[src/rtl/axi_lite_pkg.sv]
// ---------------------------------------------------------------------------
// axi_lite_pkg
// Shared AXI4-Lite types plus the arbiter FSM state and response encodings.
//   addr_t / data_t / strb_t : bus field types
//   resp_t + RESP_*          : xRESP encodings
//   arb_state_t              : sequencing states of axi_lite_rr_arbiter
// ---------------------------------------------------------------------------
package axi_lite_pkg;

  localparam int ADDR_W = 32;
  localparam int DATA_W = 32;
  localparam int STRB_W = DATA_W / 8;

  typedef logic [ADDR_W-1:0] addr_t;
  typedef logic [DATA_W-1:0] data_t;
  typedef logic [STRB_W-1:0] strb_t;

  typedef logic [1:0] resp_t;
  localparam resp_t RESP_OKAY   = 2'b00;
  localparam resp_t RESP_SLVERR = 2'b10;
  localparam resp_t RESP_DECERR = 2'b11;

  typedef enum logic [2:0] {
    ARB_IDLE  = 3'd0,
    ARB_RADDR = 3'd1,
    ARB_RDATA = 3'd2,
    ARB_WADDR = 3'd3,
    ARB_WRESP = 3'd4,
    ARB_RESP  = 3'd5
  } arb_state_t;

endpackage

[src/rtl/axi_lite_if.sv]
// ---------------------------------------------------------------------------
// axi_lite_if
// AXI4-Lite signal bundle (no prot/cache sidebands).
//   master modport : drives AR/AW/W valids+payload, rready, bready
//   slave  modport : mirror image
// ---------------------------------------------------------------------------
interface axi_lite_if;
  import axi_lite_pkg::*;

  addr_t araddr;
  logic  arvalid;
  logic  arready;
  data_t rdata;
  resp_t rresp;
  logic  rvalid;
  logic  rready;
  addr_t awaddr;
  logic  awvalid;
  logic  awready;
  data_t wdata;
  strb_t wstrb;
  logic  wvalid;
  logic  wready;
  resp_t bresp;
  logic  bvalid;
  logic  bready;

  modport master (
    output araddr, arvalid, input arready,
    input  rdata, rresp, rvalid, output rready,
    output awaddr, awvalid, input awready,
    output wdata, wstrb, wvalid, input wready,
    input  bresp, bvalid, output bready
  );

  modport slave (
    input  araddr, arvalid, output arready,
    output rdata, rresp, rvalid, input rready,
    input  awaddr, awvalid, output awready,
    input  wdata, wstrb, wvalid, output wready,
    output bresp, bvalid, input bready
  );

endinterface

[src/rtl/rr_arbiter.sv]
// ---------------------------------------------------------------------------
// rr_arbiter
// Pure combinational round-robin picker. Searches req starting at
// rr_ptr+1 (wrapping modulo NUM_REQ) and grants the first set bit.
//   req       : request vector
//   rr_ptr    : index of the last granted requester
//   enable    : gates all grant outputs
//   grant     : one-hot grant
//   grant_idx : index of the winner (valid when any_grant)
//   any_grant : a winner exists and enable is high
// ---------------------------------------------------------------------------
module rr_arbiter #(
  parameter int NUM_REQ = 4,
  parameter int ID_W    = $clog2(NUM_REQ)
) (
  input  logic [NUM_REQ-1:0] req,
  input  logic [ID_W-1:0]    rr_ptr,
  input  logic               enable,
  output logic [NUM_REQ-1:0] grant,
  output logic [ID_W-1:0]    grant_idx,
  output logic               any_grant
);

  logic [ID_W-1:0] cand_s;
  logic [ID_W-1:0] idx_s;
  logic            found_s;

  // Rotating priority search; the first hit after rr_ptr wins.
  always_comb begin
    cand_s  = '0;
    idx_s   = '0;
    found_s = 1'b0;
    grant   = '0;
    for (int i = 1; i <= NUM_REQ; i++) begin
      cand_s = ID_W'((int'(rr_ptr) + i) % NUM_REQ);
      if (!found_s && req[cand_s]) begin
        found_s = 1'b1;
        idx_s   = cand_s;
      end else begin
        found_s = found_s;
      end
    end
    any_grant = found_s & enable;
    grant_idx = idx_s;
    if (any_grant) begin
      grant[idx_s] = 1'b1;
    end else begin
      grant = '0;
    end
  end

endmodule

[src/rtl/axi_lite_rr_arbiter.sv]
// ---------------------------------------------------------------------------
// axi_lite_rr_arbiter
// Shares one AXI4-Lite master port among NUM_REQ command requesters with
// round-robin arbitration; exactly one bus transaction is outstanding.
//   aclk, areset_n          : clock, async active-low reset
//   m_axi_lite              : shared AXI4-Lite master port
//   req_valid/ready         : per-requester command handshake (ready one-hot)
//   req_write/addr/wdata/wstrb : command payload
//   rsp_valid               : one-hot, one-cycle completion pulse
//   rsp_rdata / rsp_resp    : read data (0 for writes) and xRESP
//   busy                    : transaction in progress
//   grant_id                : current or last granted requester
// ---------------------------------------------------------------------------
module axi_lite_rr_arbiter
  import axi_lite_pkg::*;
#(
  parameter int NUM_REQ = 4,
  parameter int ID_W    = $clog2(NUM_REQ)
) (
  input  logic                          aclk,
  input  logic                          areset_n,
  axi_lite_if.master                    m_axi_lite,
  input  logic [NUM_REQ-1:0]            req_valid,
  output logic [NUM_REQ-1:0]            req_ready,
  input  logic [NUM_REQ-1:0]            req_write,
  input  addr_t [NUM_REQ-1:0]           req_addr,
  input  data_t [NUM_REQ-1:0]           req_wdata,
  input  logic [NUM_REQ-1:0][STRB_W-1:0] req_wstrb,
  output logic [NUM_REQ-1:0]            rsp_valid,
  output data_t                         rsp_rdata,
  output resp_t                         rsp_resp,
  output logic                          busy,
  output logic [ID_W-1:0]               grant_id
);

  arb_state_t           state_r;
  logic [ID_W-1:0]      rr_ptr_r;
  logic [ID_W-1:0]      grant_id_r;
  logic                 busy_r;
  logic [NUM_REQ-1:0]   rsp_valid_r;
  data_t                rsp_rdata_r;
  resp_t                rsp_resp_r;
  addr_t                araddr_r;
  logic                 arvalid_r;
  logic                 rready_r;
  addr_t                awaddr_r;
  logic                 awvalid_r;
  data_t                wdata_r;
  strb_t                wstrb_r;
  logic                 wvalid_r;
  logic                 bready_r;
  logic                 aw_done_r;
  logic                 w_done_r;

  logic [NUM_REQ-1:0]   grant_s;
  logic [ID_W-1:0]      grant_idx_s;
  logic                 any_grant_s;
  logic                 aw_hs_s;
  logic                 w_hs_s;

  rr_arbiter #(
    .NUM_REQ (NUM_REQ),
    .ID_W    (ID_W)
  ) u_rr_arbiter (
    .req       (req_valid),
    .rr_ptr    (rr_ptr_r),
    .enable    (state_r == ARB_IDLE),
    .grant     (grant_s),
    .grant_idx (grant_idx_s),
    .any_grant (any_grant_s)
  );

  assign aw_hs_s = awvalid_r & m_axi_lite.awready;
  assign w_hs_s  = wvalid_r & m_axi_lite.wready;

  // Sequencer: grant, drive one AXI transaction, pulse the response.
  always_ff @(posedge aclk or negedge areset_n) begin
    if (!areset_n) begin
      state_r     <= ARB_IDLE;
      rr_ptr_r    <= ID_W'(NUM_REQ - 1);
      grant_id_r  <= '0;
      busy_r      <= 1'b0;
      rsp_valid_r <= '0;
      rsp_rdata_r <= '0;
      rsp_resp_r  <= RESP_OKAY;
      araddr_r    <= '0;
      arvalid_r   <= 1'b0;
      rready_r    <= 1'b0;
      awaddr_r    <= '0;
      awvalid_r   <= 1'b0;
      wdata_r     <= '0;
      wstrb_r     <= '0;
      wvalid_r    <= 1'b0;
      bready_r    <= 1'b0;
      aw_done_r   <= 1'b0;
      w_done_r    <= 1'b0;
    end else begin
      rsp_valid_r <= '0;
      case (state_r)
        ARB_IDLE: begin
          if (any_grant_s) begin
            rr_ptr_r   <= grant_idx_s;
            grant_id_r <= grant_idx_s;
            busy_r     <= 1'b1;
            if (req_write[grant_idx_s]) begin
              state_r   <= ARB_WADDR;
              awvalid_r <= 1'b1;
              awaddr_r  <= req_addr[grant_idx_s];
              wvalid_r  <= 1'b1;
              wdata_r   <= req_wdata[grant_idx_s];
              wstrb_r   <= req_wstrb[grant_idx_s];
              aw_done_r <= 1'b0;
              w_done_r  <= 1'b0;
            end else begin
              state_r   <= ARB_RADDR;
              arvalid_r <= 1'b1;
              araddr_r  <= req_addr[grant_idx_s];
            end
          end
        end
        ARB_RADDR: begin
          if (m_axi_lite.arready) begin
            arvalid_r <= 1'b0;
            araddr_r  <= '0;
            rready_r  <= 1'b1;
            state_r   <= ARB_RDATA;
          end
        end
        ARB_RDATA: begin
          if (m_axi_lite.rvalid) begin
            rready_r                <= 1'b0;
            rsp_rdata_r             <= m_axi_lite.rdata;
            rsp_resp_r              <= m_axi_lite.rresp;
            rsp_valid_r[grant_id_r] <= 1'b1;
            state_r                 <= ARB_RESP;
          end
        end
        ARB_WADDR: begin
          // AW and W retire independently; payload is zeroed once accepted.
          if (aw_hs_s) begin
            awvalid_r <= 1'b0;
            awaddr_r  <= '0;
            aw_done_r <= 1'b1;
          end
          if (w_hs_s) begin
            wvalid_r <= 1'b0;
            wdata_r  <= '0;
            wstrb_r  <= '0;
            w_done_r <= 1'b1;
          end
          if ((aw_done_r || aw_hs_s) && (w_done_r || w_hs_s)) begin
            bready_r <= 1'b1;
            state_r  <= ARB_WRESP;
          end
        end
        ARB_WRESP: begin
          if (m_axi_lite.bvalid) begin
            bready_r                <= 1'b0;
            rsp_rdata_r             <= '0;
            rsp_resp_r              <= m_axi_lite.bresp;
            rsp_valid_r[grant_id_r] <= 1'b1;
            state_r                 <= ARB_RESP;
          end
        end
        ARB_RESP: begin
          busy_r  <= 1'b0;
          state_r <= ARB_IDLE;
        end
        default: begin
          arvalid_r <= 1'b0;
          rready_r  <= 1'b0;
          awvalid_r <= 1'b0;
          wvalid_r  <= 1'b0;
          bready_r  <= 1'b0;
          busy_r    <= 1'b0;
          state_r   <= ARB_IDLE;
        end
      endcase
    end
  end

  assign req_ready  = grant_s;
  assign rsp_valid  = rsp_valid_r;
  assign rsp_rdata  = rsp_rdata_r;
  assign rsp_resp   = rsp_resp_r;
  assign busy       = busy_r;
  assign grant_id   = grant_id_r;

  assign m_axi_lite.araddr  = araddr_r;
  assign m_axi_lite.arvalid = arvalid_r;
  assign m_axi_lite.rready  = rready_r;
  assign m_axi_lite.awaddr  = awaddr_r;
  assign m_axi_lite.awvalid = awvalid_r;
  assign m_axi_lite.wdata   = wdata_r;
  assign m_axi_lite.wstrb   = wstrb_r;
  assign m_axi_lite.wvalid  = wvalid_r;
  assign m_axi_lite.bready  = bready_r;

endmodule
[src/flat_wrapper.sv]
// flat-port wrapper written by rule: the top's interface ports become plain ports
module axi_lite_rr_arbiter_flat import axi_lite_pkg::*;
#(
  parameter int NUM_REQ = 4,
  parameter int ID_W    = $clog2(NUM_REQ)
)
  (aclk, areset_n, req_valid, req_ready, req_write, req_addr, req_wdata, req_wstrb, rsp_valid, rsp_rdata, rsp_resp, busy, grant_id, m_axi_lite_araddr, m_axi_lite_arvalid, m_axi_lite_arready, m_axi_lite_rdata, m_axi_lite_rresp, m_axi_lite_rvalid, m_axi_lite_rready, m_axi_lite_awaddr, m_axi_lite_awvalid, m_axi_lite_awready, m_axi_lite_wdata, m_axi_lite_wstrb, m_axi_lite_wvalid, m_axi_lite_wready, m_axi_lite_bresp, m_axi_lite_bvalid, m_axi_lite_bready);
  axi_lite_if m_axi_lite_i ();
  input  logic aclk;
  input  logic areset_n;
  input  logic [NUM_REQ-1:0] req_valid;
  output logic [NUM_REQ-1:0] req_ready;
  input  logic [NUM_REQ-1:0] req_write;
  input  addr_t [NUM_REQ-1:0] req_addr;
  input  data_t [NUM_REQ-1:0] req_wdata;
  input  logic [NUM_REQ-1:0][STRB_W-1:0] req_wstrb;
  output logic [NUM_REQ-1:0] rsp_valid;
  output data_t rsp_rdata;
  output resp_t rsp_resp;
  output logic busy;
  output logic [ID_W-1:0] grant_id;
  output wire logic [$bits(m_axi_lite_i.araddr)-1:0] m_axi_lite_araddr;
  output wire logic [$bits(m_axi_lite_i.arvalid)-1:0] m_axi_lite_arvalid;
  input wire logic [$bits(m_axi_lite_i.arready)-1:0] m_axi_lite_arready;
  input wire logic [$bits(m_axi_lite_i.rdata)-1:0] m_axi_lite_rdata;
  input wire logic [$bits(m_axi_lite_i.rresp)-1:0] m_axi_lite_rresp;
  input wire logic [$bits(m_axi_lite_i.rvalid)-1:0] m_axi_lite_rvalid;
  output wire logic [$bits(m_axi_lite_i.rready)-1:0] m_axi_lite_rready;
  output wire logic [$bits(m_axi_lite_i.awaddr)-1:0] m_axi_lite_awaddr;
  output wire logic [$bits(m_axi_lite_i.awvalid)-1:0] m_axi_lite_awvalid;
  input wire logic [$bits(m_axi_lite_i.awready)-1:0] m_axi_lite_awready;
  output wire logic [$bits(m_axi_lite_i.wdata)-1:0] m_axi_lite_wdata;
  output wire logic [$bits(m_axi_lite_i.wstrb)-1:0] m_axi_lite_wstrb;
  output wire logic [$bits(m_axi_lite_i.wvalid)-1:0] m_axi_lite_wvalid;
  input wire logic [$bits(m_axi_lite_i.wready)-1:0] m_axi_lite_wready;
  input wire logic [$bits(m_axi_lite_i.bresp)-1:0] m_axi_lite_bresp;
  input wire logic [$bits(m_axi_lite_i.bvalid)-1:0] m_axi_lite_bvalid;
  output wire logic [$bits(m_axi_lite_i.bready)-1:0] m_axi_lite_bready;
  assign m_axi_lite_araddr = m_axi_lite_i.araddr;
  assign m_axi_lite_arvalid = m_axi_lite_i.arvalid;
  assign m_axi_lite_i.arready = m_axi_lite_arready;
  assign m_axi_lite_i.rdata = m_axi_lite_rdata;
  assign m_axi_lite_i.rresp = m_axi_lite_rresp;
  assign m_axi_lite_i.rvalid = m_axi_lite_rvalid;
  assign m_axi_lite_rready = m_axi_lite_i.rready;
  assign m_axi_lite_awaddr = m_axi_lite_i.awaddr;
  assign m_axi_lite_awvalid = m_axi_lite_i.awvalid;
  assign m_axi_lite_i.awready = m_axi_lite_awready;
  assign m_axi_lite_wdata = m_axi_lite_i.wdata;
  assign m_axi_lite_wstrb = m_axi_lite_i.wstrb;
  assign m_axi_lite_wvalid = m_axi_lite_i.wvalid;
  assign m_axi_lite_i.wready = m_axi_lite_wready;
  assign m_axi_lite_i.bresp = m_axi_lite_bresp;
  assign m_axi_lite_i.bvalid = m_axi_lite_bvalid;
  assign m_axi_lite_bready = m_axi_lite_i.bready;
  axi_lite_rr_arbiter #(.NUM_REQ(NUM_REQ), .ID_W(ID_W)) u_core (.aclk(aclk), .areset_n(areset_n), .m_axi_lite(m_axi_lite_i), .req_valid(req_valid), .req_ready(req_ready), .req_write(req_write), .req_addr(req_addr), .req_wdata(req_wdata), .req_wstrb(req_wstrb), .rsp_valid(rsp_valid), .rsp_rdata(rsp_rdata), .rsp_resp(rsp_resp), .busy(busy), .grant_id(grant_id));
endmodule
[config.mk]
export PLATFORM = sky130hd
export DESIGN_NAME = axi_lite_rr_arbiter_flat
export DESIGN_NICKNAME = d
export VERILOG_FILES = /design/src/rtl/axi_lite_pkg.sv /design/src/rtl/axi_lite_if.sv /design/src/rtl/rr_arbiter.sv /design/src/rtl/axi_lite_rr_arbiter.sv /design/src/flat_wrapper.sv
export SDC_FILE = /design/constraint.sdc
export NUM_CORES = 1
export LEC_CHECK = 0
export BUFFER_PORTS_ARGS = -buffer_cell sky130_fd_sc_hd__clkbuf_2
export CORE_AREA = 3 3 185 187
export DETAILED_ROUTE_END_ITERATION = 7
export DIE_AREA = 0 0 188 190
export GPL_TIMING_DRIVEN = 0
export SETUP_SLACK_MARGIN = 0.3
export SLEW_MARGIN = 15
export SYNTH_ARGS = -nofsm -noshare
export SYNTH_HDL_FRONTEND = slang
export SYNTH_SLANG_ARGS = --single-unit
[constraint.sdc]
create_clock -name aclk -period 3.3 [get_ports aclk]
set_clock_uncertainty 0.2 [all_clocks]
set_input_delay 0.33 -clock aclk [delete_from_list [all_inputs] [get_ports aclk]]
set_output_delay 0.33 -clock aclk [all_outputs]
set_load 0.02 [all_outputs]
==> results of run 1 <==
==> critical path, cell delays in order, from the launching register on <==
cell and delay [ns]:
dfstp_2 0.59, nand2b_4 0.20, a21bo_4 0.17, nand3_4 0.13
clkbuf_16 0.21, clkbuf_4 0.20, nor3_2 0.20, clkbuf_4 0.20
==> power by group through the flow <==
| stage | Combinational [mW] | Sequential (mW) | Clock [mW] |
|---|---|---|---|
| after floorplan | 3.53 | 4.13 | 0 |
| after global placement | 7.09 | 3.26 | 0 |
| after detailed placement | 7.17 | 3.27 | 0 |
| after CTS | 7.36 | 3.26 | 2.22 |
| after global routing | 7.91 | 3.36 | 2.29 |
| final | 7.31 | 3.26 | 2.16 |
==> cell type report <==
type	count	share of cell area
Inverter	7	0.00215
Clock inverter	14	0.0165
Clock buffer	18	0.0359
Multi-Input combinational cell	653	0.324
Sequential cell	153	0.313
Buffer	83	0.0362
Tap cell	442	0.0452
Timing Repair Buffer	510	0.226
==> synth_stat cells (all sizes together), types with 3 or more instances <==
cell,count
a21o,3
a211oi,70
buf,33
and3,3
nand3,4
inv,6
nor3b,4
a22o,102
nor2,14
and2,69
nor3,5
o21ai,46
a31oi,71
nand2,223
a21oi,6
nand2b,4
dfrtp,151
clkbuf,50
==> metal layers <==
layer / global-route usage / vias to the layer above / wire length, um
met5: 0 / - / 14
met4: 0.100 / 2 / 1800
met3: 0.0474 / 81 / 2750
met2: 0.368 / 475 / 19200
met1: 0.243 / 4390 / 15400
li1: - / 4316 / -
==> sequential cells by signal, summed over array words and instances, names as in the netlist, 2 cells and up <==
register,cells
u_core.rsp_valid,4
u_core.rsp_resp,2
u_core.m_axi_lite.awaddr,32
u_core.state_r,3
u_core.grant_id,2
u_core.rr_ptr_r,2
u_core.rsp_rdata,32
u_core.m_axi_lite.araddr,32
u_core.m_axi_lite.wdata,32
u_core.m_axi_lite.wstrb,4
==> cells by family (layout without fill, tap and decap cells) <==
| group | after synthesis | after routing | share of synthesized area |
|---|---|---|---|
| compound gates | 315 | 315 | 0.288 |
| fa+ha+maj | 2 | 2 | 0.00307 |
| buf+inv | 90 | 632 | 0.0509 |
| flops | 153 | 153 | 0.470 |
| mux | 2 | 2 | 0.00246 |
| simple gates | 334 | 334 | 0.185 |
==> worst min path at each step <==
stage,startpoint,to,slack [ns],cells past startpoint
CTS,m_axi_lite_bresp[0],u_core.rsp_resp[0],0.006,3
global route,m_axi_lite_bresp[0],u_core.rsp_resp[0],0.006,3
floorplan,areset_n,u_core.aw_done_r,-0.17,0
finish,m_axi_lite_rvalid,u_core.m_axi_lite.rready,0.03,4
detailed placement,areset_n,u_core.m_axi_lite.araddr[13],0.19,1
global placement,u_core.rsp_rdata[15],u_core.rsp_rdata[15],0.26,2
==> what timing repair did <==
| item | CTS | global route |
|---|---|---|
| resized for setup | 27 | 8 |
| hold endpoints to repair | 108 | 0 |
| hold buffers | 35 | 0 |
| endpoints found under the setup margin | 106 | 9 |
| setup buffers | 3 | 0 |
==> impl_summary.log, run 1 <==
[metrics] overall fraction of global-route tracks in use: 0.210
[metrics] core outline area: between 30,000 and 40,000 sq um
[metrics] fraction of layout cells with a size suffix above 1: 0.392
[metrics] relative contribution of sequential cells to total power: 0.256
[metrics] period utilisation layout: 0.871
[metrics] area of all sequential standard cells: roughly 3800 sq um
[metrics] timing-limited maximum frequency: 348 MHz
[metrics] Layout fillers: 3,421
[metrics] Async SR Flop Fraction: 1.00
[metrics] post-DR wirelength/cell: ~21 um
[metrics] post-layout instance count excluding filler cells: 1,880
[metrics] power per cell area: 1040 nW/um^2
[metrics] number of I/O port buffers: 471
[metrics] buffer cell driving the clock tree root: clkbuf_16
[metrics] antenna fix cells: 0
[metrics] synthesized cell area: 8140 sq um
[metrics] WL final: 39,100 um
[metrics] critical path required time: 2.77 ns
[metrics] number of hold violations in the final report: 0
[metrics] area share of the largest cell type after synthesis: 0.464
[metrics] antenna violations before repair: 1
[metrics] HPWL after DPL: 30,200 um
[metrics] post-route cell area: 12,200 sq um
[metrics] outcome: finished clean
[metrics] logic depth of the worst register-to-register path: 7
[metrics] synthesized area per cell: 9.09 sq um
[metrics] global-route wire length before repair: 56,800 um
[metrics] number of synthesized register bits: 153
[metrics] Worst Max-Slew Pin Slew: 0.849 ns
[metrics] cell area after placement: 11,100 sq um
[metrics] tightest hold margin: 0.0280 ns
[metrics] Via Count: roughly 9,000
[metrics] number of instances in the synthesized netlist: 896
[metrics] final sum of negative setup slack: 0 ns
[metrics] post-layout net count: 1,750
[metrics] ANT nets after route: 0
[metrics] number of vias per cell: 4.93
[metrics] Final Setup Violations: 0
[metrics] gpl congestion: 0.914
[metrics] vertical die dimension: around 190 um
[metrics] nets in the synthesized netlist: 1,221
[metrics] number of H-tree branching levels: 4
[metrics] area of the die: 35,700 sq um
[metrics] Slew Limit Headroom: 0.428
[metrics] Setup Slack @ Placement: -0.551 ns
[metrics] Layout area overhead: 50.2%
[metrics] number of enable flip-flop cells after synthesis: 0
[metrics] most frequent cells in the layout: clkbuf_2 (472), nand2_1 (223), dfrtp_1 (151)
[metrics] LEAKAGE: 6.24 nW
[metrics] clock tree from TritonCTS: done
[metrics] capturing instance or port of the critical path: req_ready[0]
[metrics] count of routing violations after the opening detailed-route iteration: 463
[metrics] most common cell after layout, fill and taps aside: clkbuf_2
[metrics] Yosys cell types: 52
[metrics] number of max-slew violations in the final report: 0
[metrics] x dimension of the die: 188 um
[metrics] number of buffers created by CTS: 17
[metrics] final global-route overflow total: 0
[metrics] Logic pwr share: 0.574
[metrics] setup slack, reg-to-reg: 0.45 ns
[metrics] Switching Power: 6.11 mW
[metrics] setup repair after global routing missed its margin: yes
[metrics] maximum number of pins on one net before global-route repair: 79
[metrics] clock transition at the registers of the reported paths: 0.07 ns
[metrics] later-pin clock latency in the skew report: roughly 0.42 ns
[metrics] Pint: between 6 and 7 mW
[metrics] kind of capture point of the worst setup path: primary output
[metrics] class of the worst hold path: input port to flop
[metrics] critical path startpoint category: flop
[metrics] total area of multi-input combinational cells: around 4000 sq um
[metrics] total number of yosys warnings: 0
[metrics] number of rows created at floorplan: 66
[metrics] CP max FO: 10
[metrics] first-pass iteration count of the detailed router: 5
[metrics] number of design rule violations left after detail routing: 0
[metrics] most used flip-flop cell after synthesis: dfrtp_1
[metrics] reported max-cap violation count: 0
[metrics] endpoint of the most critical register-to-register path: u_core.m_axi_lite.awaddr[12]
[metrics] part of the total power dissipated in the clock network: 0.170
[metrics] Power, Total: 12.7 mW
[metrics] Initial Util: 0.250
[metrics] I/O pin count: 473
[metrics] most area-hungry cell type in the Yosys netlist: dfrtp_1
[metrics] largest buffer count on any clock path: 2
[metrics] setup slack after layout: 0.426 ns
[metrics] Crit. Startpoint: u_core.rr_ptr_r[0]
[metrics] Data arrival, critical path: about 2.3 ns
[metrics] type of the worst setup path: flop to primary output
[metrics] reg-to-reg critical path startpoint: u_core.rr_ptr_r[1]
[metrics] ranking of synthesized cells by area: dfrtp_1 (46%), a22o_1 (11%), nand2_1 (10%)
[metrics] number of global-route vias before repair: about 9,500
[metrics] DP Cell Count: 1,810
[metrics] clock net sink count: 153
[metrics] maximum VDD drop: 0.000458 V
[metrics] final critical path time including I/O delays and setup: 2.87 ns
[metrics] fraction of the yosys area taken by sequential cells: 0.470
[metrics] net switching share of the total power: 0.480
[metrics] utilization after layout: 0.375
Note: power is estimated with default switching activity, not from simulation.
==> run 2: changes to the inputs <==
CELL_PAD_IN_SITES_DETAIL_PLACEMENT = 1   (was not set)
CELL_PAD_IN_SITES_GLOBAL_PLACEMENT = 1   (was not set)
CORE_AREA = 3 3 182 184   (was 3 3 185 187)
DIE_AREA = 0 0 185 187   (was 0 0 188 190)
PLACE_DENSITY_LB_ADDON = 0.1   (was not set)
==> impl_summary.log, run 2 (synthesized netlist as in run 1, its figures left out) <==
[metrics] outcome: finished clean
[metrics] setup repair after global routing missed its margin: yes
[metrics] period utilisation layout: 0.894 (+0.0228)
[metrics] number of buffers created by CTS: 17 (unchanged)
[metrics] critical path required time: 2.77 ns (about the same)
[metrics] later-pin clock latency in the skew report: 0.42 ns (about the same)
[metrics] global-route wire length before repair: 61,800 um (+8.9%)
[metrics] reg-to-reg critical path startpoint: u_core.rr_ptr_r[1]
[metrics] buffer cell driving the clock tree root: clkbuf_16
[metrics] post-layout instance count excluding filler cells: 1,844 (-1.9%)
[metrics] logic depth of the worst register-to-register path: 8 (+1)
[metrics] maximum number of pins on one net before global-route repair: 86 (+8.9%)
[metrics] number of vias per cell: 4.98 (+0.99%)
[metrics] vertical die dimension: 187 um (-1.6%)
[metrics] setup slack after layout: 0.350 ns (-0.0752 ns)
[metrics] Final Setup Violations: 0 (unchanged)
[metrics] utilization after layout: 0.384 (+0.00856)
[metrics] DP Cell Count: 1,770 (-2.2%)
[metrics] number of global-route vias before repair: 9,888 (+3.9%)
[metrics] critical path, cell by cell: o21a_2 > a211o_1 > buf_4 > buf_6 > buf_4 > and3_1 > clkbuf_2
[metrics] Layout area overhead: 48.6%
[metrics] Initial Util: 0.258 (+0.00841)
[metrics] Power, Total: 12.5 mW (-1.6%)
[metrics] setup slack, reg-to-reg: 0.46 ns (about the same)
[metrics] clock tree from TritonCTS: done
[metrics] first-pass iteration count of the detailed router: 5 (unchanged)
[metrics] LEAKAGE: 6.19 nW (-0.81%)
[metrics] type of the worst setup path: flop to primary output
[metrics] kind of capture point of the worst setup path: primary output
[metrics] endpoint of the most critical register-to-register path: u_core.m_axi_lite.araddr[8]
[metrics] Worst Max-Slew Pin Slew: 0.745 ns (-0.105 ns)
[metrics] WL final: 41,500 um (+6.1%)
[metrics] end point of the worst hold path: u_core.m_axi_lite.rready
[metrics] most frequent cells in the layout: clkbuf_2 (471), nand2_1 (223), dfrtp_1 (151)
[metrics] timing-limited maximum frequency: 339 MHz (-2.5%)
[metrics] maximum VDD drop: 0.000344 V (-25%)
[metrics] ANT nets after route: 0 (unchanged)
[metrics] antenna violations before repair: 6 (+5)
[metrics] I/O pin count: 473 (unchanged)
[metrics] family of cells with the greatest summed delay on the critical path: buffers and inverters
[metrics] Via Count: 9,177 (-0.94%)
[metrics] power per cell area: 1040 nW/um^2 (-0.54%)
[metrics] post-layout net count: 1,749 (-0.057%)
[metrics] CP Buf/Inv Count: 4 (+1)
[metrics] reported max-cap violation count: 0 (unchanged)
[metrics] critical path startpoint category: flop
[metrics] number of hold violations in the final report: 0 (unchanged)
[metrics] most common cell after layout, fill and taps aside: clkbuf_2
[metrics] Setup Slack @ Placement: -0.341 ns (+0.210 ns)
[metrics] final critical path time including I/O delays and setup: 2.95 ns (+0.0752 ns)
[metrics] class of the worst hold path: input port to flop
[metrics] CP dominant cell by count: buf_4
[metrics] Slew Limit Headroom: 0.504 (+0.0751)
[metrics] core outline area: 31,600 sq um (-3.3%)
[metrics] CP max FO: 10 (unchanged)
[metrics] HPWL after DPL: 32,500 um (+7.6%)
[metrics] clock transition at the registers of the reported paths: 0.07 ns (about the same)
[metrics] clock net sink count: 153 (unchanged)
[metrics] post-route cell area: 12,100 sq um (-1.1%)
[metrics] startpoint of the most critical hold path: m_axi_lite_rvalid
[metrics] tightest hold margin: 0.0255 ns (-0.00243 ns)
[metrics] final global-route overflow total: 0 (unchanged)
[metrics] number of rows created at floorplan: 65 (-1.5%)
[metrics] number of design rule violations left after detail routing: 0 (unchanged)
[metrics] largest buffer count on any clock path: 2 (unchanged)
[metrics] area of the die: 34,600 sq um (-3.1%)
[metrics] final sum of negative setup slack: 0 ns (unchanged)
[metrics] gpl congestion: 0.810 (-11%)
[metrics] worst hold stages: 4 (unchanged)
[metrics] x dimension of the die: 185 um (-1.6%)
[metrics] number of H-tree branching levels: 4 (unchanged)
[metrics] count of routing violations after the opening detailed-route iteration: 310 (-33%)
[metrics] cell area after placement: 11,000 sq um (-0.45%)
[metrics] overall fraction of global-route tracks in use: 0.234 (+0.0242)
[metrics] number of max-slew violations in the final report: 0 (unchanged)
[metrics] fraction of layout cells with a size suffix above 1: 0.389 (-0.00251)
[metrics] post-DR wirelength/cell: 22.5 um (+8.1%)
[metrics] Data arrival, critical path: 2.42 ns (+0.08 ns)
[metrics] Worst path slowest cell: dfstp_2
[metrics] critical path's largest stage delay: 0.60 ns (about the same)
[metrics] number of I/O port buffers: 471 (unchanged)
==> run 2: power breakdown <==
group | internal (mW) | switching [mW]
sequential | 2.74 | 0.524
clock | 1.07 | 0.938
combinational | 2.61 | 4.65
==> run 2: area by class of cell <==
class | instances | area (sq um)
flip-flops and latches | 153 | 3830
multi-input cells | 653 | 3950
fillers | 3900 | 19500
repair buffers | 509 | 2760
plain buffers | 83 | 434
inverters | 7 | 26.3
clock buffers | 17 | 425
diodes | 5 | 12.5
clock inverters | 15 | 158
well taps | 402 | 503
==> run 2: metal layers <==
layer	share of wire	vias up	GRT usage
li1	-	4314	-
met1	0.41	4480	0.282
met2	0.50	331	0.408
met3	0.069	48	0.0615
met4	0.024	4	0.0675
met5	0.00082	-	0
==> run 2: what timing repair did <==
| action | 4_1_cts | 5_1_grt |
|---|---|---|
| setup endpoints to repair | 106 | 36 |
| gates resized for setup | 21 | 7 |
| hold buffers | 35 | 0 |
| buffers inserted | 2 | 0 |
| cloned | 0 | 0 |
| hold endpoints to repair | 99 | 0 |
| pin swaps | 1 | 0 |
==> run 2: worst max-delay path by stage <==
stage	from	endpoint	slack [ns]	cells past startpoint
after global placement	areset_n	u_core.m_axi_lite.araddr[12]	-1.35	1
after floorplan	req_valid[3]	req_ready[0]	0.74	6
after CTS	u_core.state_r[1]	req_ready[2]	0.30	7
after detailed placement	req_valid[1]	req_ready[2]	-0.34	8
final	u_core.rr_ptr_r[1]	req_ready[1]	0.35	7
after global routing	u_core.rr_ptr_r[1]	req_ready[1]	0.24	7
==> run 2: worst register-to-register path: stages, from the launching register on <==
cell and delay [ns]:
dfstp_2 0.60, nor3b_2 0.10, a211oi_4 0.30, buf_4 0.19
buf_2 0.26, clkbuf_1 0.51, nand2_1 0.12, a31oi_1 0.33
a22o_1 0.18
==> run 3: changes to the inputs <==
ABC_AREA = 1   (was not set)
CORE_AREA = not set   (was 3 3 182 184)
CORE_ASPECT_RATIO = 1.25   (was not set)
CORE_MARGIN = 3   (was not set)
CORE_UTILIZATION = 29   (was not set)
DIE_AREA = not set   (was 0 0 185 187)
clock period = 2.7 ns   (was 3.3 ns; I/O delays follow)
==> impl_summary.log, run 3 <==
[metrics] Worst path slowest cell: dfstp_2
[metrics] antenna violations before repair: 11 (+5)
[metrics] cell types with the highest counts after synthesis: nand2_1 (538), nand4_1 (206), dfrtp_1 (151)
[metrics] reported max-cap violation count: 0 (unchanged)
[metrics] main combinational cell family by area after synthesis: simple AND/OR/NAND/NOR gates
[metrics] tightest hold margin: 0.0383 ns (+0.0127 ns)
[metrics] count of routing violations after the opening detailed-route iteration: 587 (+89%)
[metrics] number of global-route vias before repair: 13,800 (+39%)
[metrics] number of hold violations in the final report: 0 (unchanged)
[metrics] fraction of layout cells with a size suffix above 1: 0.346 (-0.0426)
[metrics] total area of multi-input combinational cells: 5520 sq um (+40%)
[metrics] Setup Slack @ Placement: -0.628 ns (-0.287 ns)
[metrics] overall fraction of global-route tracks in use: 0.283 (+0.0493)
[metrics] routed wire length on met3: 4020 um (+41%)
[metrics] most common cell after layout, fill and taps aside: nand2_1
[metrics] gpl congestion: 0.924 (+14%)
[metrics] Async SR Flop Fraction: 1.00 (unchanged)
[metrics] routed length on met2: 27,700 um (+34%)
[metrics] maximum number of pins on one net before global-route repair: 78 (-9.3%)
[metrics] clock tree from TritonCTS: done
[metrics] area share of the largest cell type after synthesis: 0.376 (-0.0878)
[metrics] ranking of synthesized cells by area: dfrtp_1 (38%), nand2_1 (20%), nand4_1 (13%)
[metrics] largest buffer count on any clock path: 2 (unchanged)
[metrics] setup slack after layout: -0.251 ns (-0.602 ns)
[metrics] area fraction in and, or, nand and nor cells after synthesis: 0.466 (+0.281)
[metrics] number of max-slew violations in the final report: 0 (unchanged)
[metrics] Layout fillers: 4,438 (+14%)
[metrics] setup repair after global routing missed its margin: yes
[metrics] number of instances in the synthesized netlist: 1,515 (+69%)
[metrics] post-synthesis share of cell area spent on full adders, half adders and majority gates: 0.00249 (-0.000581)
[metrics] clock transition at the registers of the reported paths: 0.07 ns (about the same)
[metrics] Data arrival, critical path: 2.48 ns (+0.06 ns)
[metrics] synthesized cell area: 10,000 sq um (+23%)
[metrics] type of the worst setup path: flop to primary output
[metrics] multiplexer share of the synthesized area: 0 (-0.00246)
[metrics] class of the worst hold path: input port to flop
[metrics] post-DR wirelength/cell: 21.1 um (-6.3%)
[metrics] Initial Util: 0.297 (+0.0384)
[metrics] post-layout net count: 2,425 (+39%)
[metrics] Layout area overhead: 52.6%
[metrics] WL final: 54,400 um (+31%)
[metrics] Via Count: 13,000 (+42%)
[metrics] HPWL after DPL: 41,200 um (+27%)
[metrics] timing-limited maximum frequency: 339 MHz
[metrics] final global-route overflow total: 0 (unchanged)
[metrics] Final Setup Violations: 108 (+108)
[metrics] most area-hungry cell type in the Yosys netlist: dfrtp_1
[metrics] final sum of negative setup slack: -21.06 ns (-21.06 ns)
[metrics] fraction of the yosys area taken by sequential cells: 0.381 (-0.0890)
[metrics] synthesized area per cell: 6.63 sq um (-27%)
[metrics] core outline area: 33,900 sq um (+7.4%)
[metrics] number of H-tree branching levels: 4 (unchanged)
[metrics] ANT nets after route: 0 (unchanged)
[metrics] M1 WL: 20,500 um (+21%)
[metrics] Yosys cell types: 30 (-42%)
[metrics] x dimension of the die: 172 um (-6.8%)
[metrics] outcome: finished, violations left
[metrics] most frequent cells in the layout: nand2_1 (504), clkbuf_2 (480), nand4_1 (206)
[metrics] area of all sequential standard cells: 3830 sq um (unchanged)
[metrics] critical path required time: 2.23 ns (-0.54 ns)
[metrics] final critical path time including I/O delays and setup: 2.95 ns
[metrics] nets in the synthesized netlist: 1,840 (+51%)
[metrics] number of buffers created by CTS: 17 (unchanged)
[metrics] total number of yosys warnings: 0 (unchanged)
[metrics] period utilisation layout: 1.09
[metrics] number of rows created at floorplan: 75 (+15%)
[metrics] vertical die dimension: 214 um (+14%)
[metrics] uppermost signal routing layer after detailed routing: met5
[metrics] Slew Limit Headroom: 0.471 (-0.0329)
[metrics] post-route cell area: 15,300 sq um (+27%)
[metrics] number of design rule violations left after detail routing: 0 (unchanged)
[metrics] most used flip-flop cell after synthesis: dfrtp_1
[metrics] xor-xnor portion of the synthesized cell area: 0 (unchanged)
[metrics] critical path's largest stage delay: 0.56 ns (-0.04 ns)
[metrics] I/O pin count: 473 (unchanged)
[metrics] violated checks: setup timing
[metrics] number of I/O port buffers: 472 (+0.21%)
[metrics] CP max FO: 9 (-1)
[metrics] number of enable flip-flop cells after synthesis: 0 (unchanged)
[metrics] number of vias per cell: 5.03 (+1.1%)
[metrics] kind of capture point of the worst setup path: primary output
[metrics] cell area after placement: 13,000 sq um (+18%)
[metrics] area of the die: 36,900 sq um (+6.7%)
[metrics] clock net sink count: 153 (unchanged)
[metrics] number of synthesized register bits: 153 (unchanged)
[metrics] most numerous cell in the Yosys netlist: nand2_1
[metrics] critical path startpoint category: flop
[metrics] synthesized-area fraction occupied by ao, oa, aoi and oai cells: 0.0442 (-0.244)
[metrics] global-route wire length before repair: 79,900 um (+29%)
[metrics] buffer cell driving the clock tree root: clkbuf_16
[metrics] critical path, cell by cell: buf_6 > inv_8 > nand2_4 > nand2_4 > nand2_4 > nand2_8 > nor3_4 > buf_6 > a21oi_4 > buf_6 > clkbuf_16 > nor2_4 > buf_8
[metrics] first-pass iteration count of the detailed router: 5 (unchanged)
[metrics] later-pin clock latency in the skew report: 0.44 ns (+0.02 ns)
[metrics] Worst Max-Slew Pin Slew: 0.789 ns (+0.0441 ns)
==> run 3: changes by cell type in the layout (fill, tap and decap cells not counted), sizes merged, moves of 6 or more <==
cell    previous run  this run
nor3               5        11
nand3              4       126
a31oi             71         2
a22o             102         0
nand4              0       206
nand2            223       543
a211oi            70         0
nor2              14       150
and2              69         0
o21ai             46        79
buf               37       140
inv               14       113
==> run 3: logic make-up (layout without fill, tap and decap cells) <==
group | count (synthesis) | in the layout
simple gates | 1039 | 1039
buf+inv | 234 | 832
flops | 153 | 153
compound gates | 87 | 87
fa+ha+maj | 2 | 2
other cells | 0 | 8
==> run 3: worst max-delay path, delay by kind of cell, from the launching register on <==
family / cells / cell delay [ns]
DFF: 1 / 0.56
and+or+nand+nor: 6 / 0.68
AOI/OAI and AO/OA: 1 / 0.06
buffers and inverters: 6 / 0.73
==> run 3: stage by stage <==
| step | utilization | instances |
|---|---|---|
| 2_1_floorplan | - | 1515 |
| 3_3_place_gp | 0.383 | 2449 |
| 3_5_place_dp | 0.385 | 2450 |
| 4_1_cts | 0.443 | 2566 |
| 5_1_grt | 0.452 | 2580 |
| 6_report | 0.453 | 2583 |
==> run 3: final cells by class <==
class / count / area share
timing repair buffer: 567 / 0.219
tap: 462 / 0.0377
clock buffer: 18 / 0.0280
buffer: 128 / 0.0683
multi-input combinational: 1128 / 0.360
inverter: 105 / 0.0264
sequential: 153 / 0.250
antenna: 8 / 0.00131
clock inverter: 14 / 0.00996
==> run 3: path summary, 6_finish.rpt <==
path / from / end / slack, ns / depth (start not counted)
setup / recovery: u_core.rr_ptr_r[0] / req_ready[2] / -0.25 / 13
hold / removal: m_axi_lite_wready / u_core.w_done_r / 0.04 / 5
setup reg to reg: u_core.rr_ptr_r[0] / u_core.m_axi_lite.araddr[3] / -0.24 / 17
hold reg to reg: u_core.m_axi_lite.awaddr[3] / u_core.m_axi_lite.awaddr[3] / 0.28 / 2
max in group asynchronous: areset_n / u_core.m_axi_lite.wdata[19] / 1.20 / 3
min in group asynchronous: areset_n / u_core.m_axi_lite.araddr[10] / 0.22 / 2
==> run 3: timing repair <==
item	4_1_cts	5_1_grt
endpoints found under the setup margin	126	125
setup buffers	42	5
hold buffers	38	0
gates resized for setup	183	63
pin swaps	27	37
cloned	5	4
hold endpoints to repair	109	0
==> run 3: per-layer routing <==
layer | up-vias | track usage
met5 | - | 0
met4 | 10 | 0.114
met3 | 112 | 0.0754
met2 | 466 | 0.507
met1 | 6216 | 0.314
li1 | 6197 | -
Power of run 3 is not shown: default switching activity piles up to over one toggle a cycle in this logic, so the estimate is an artifact.
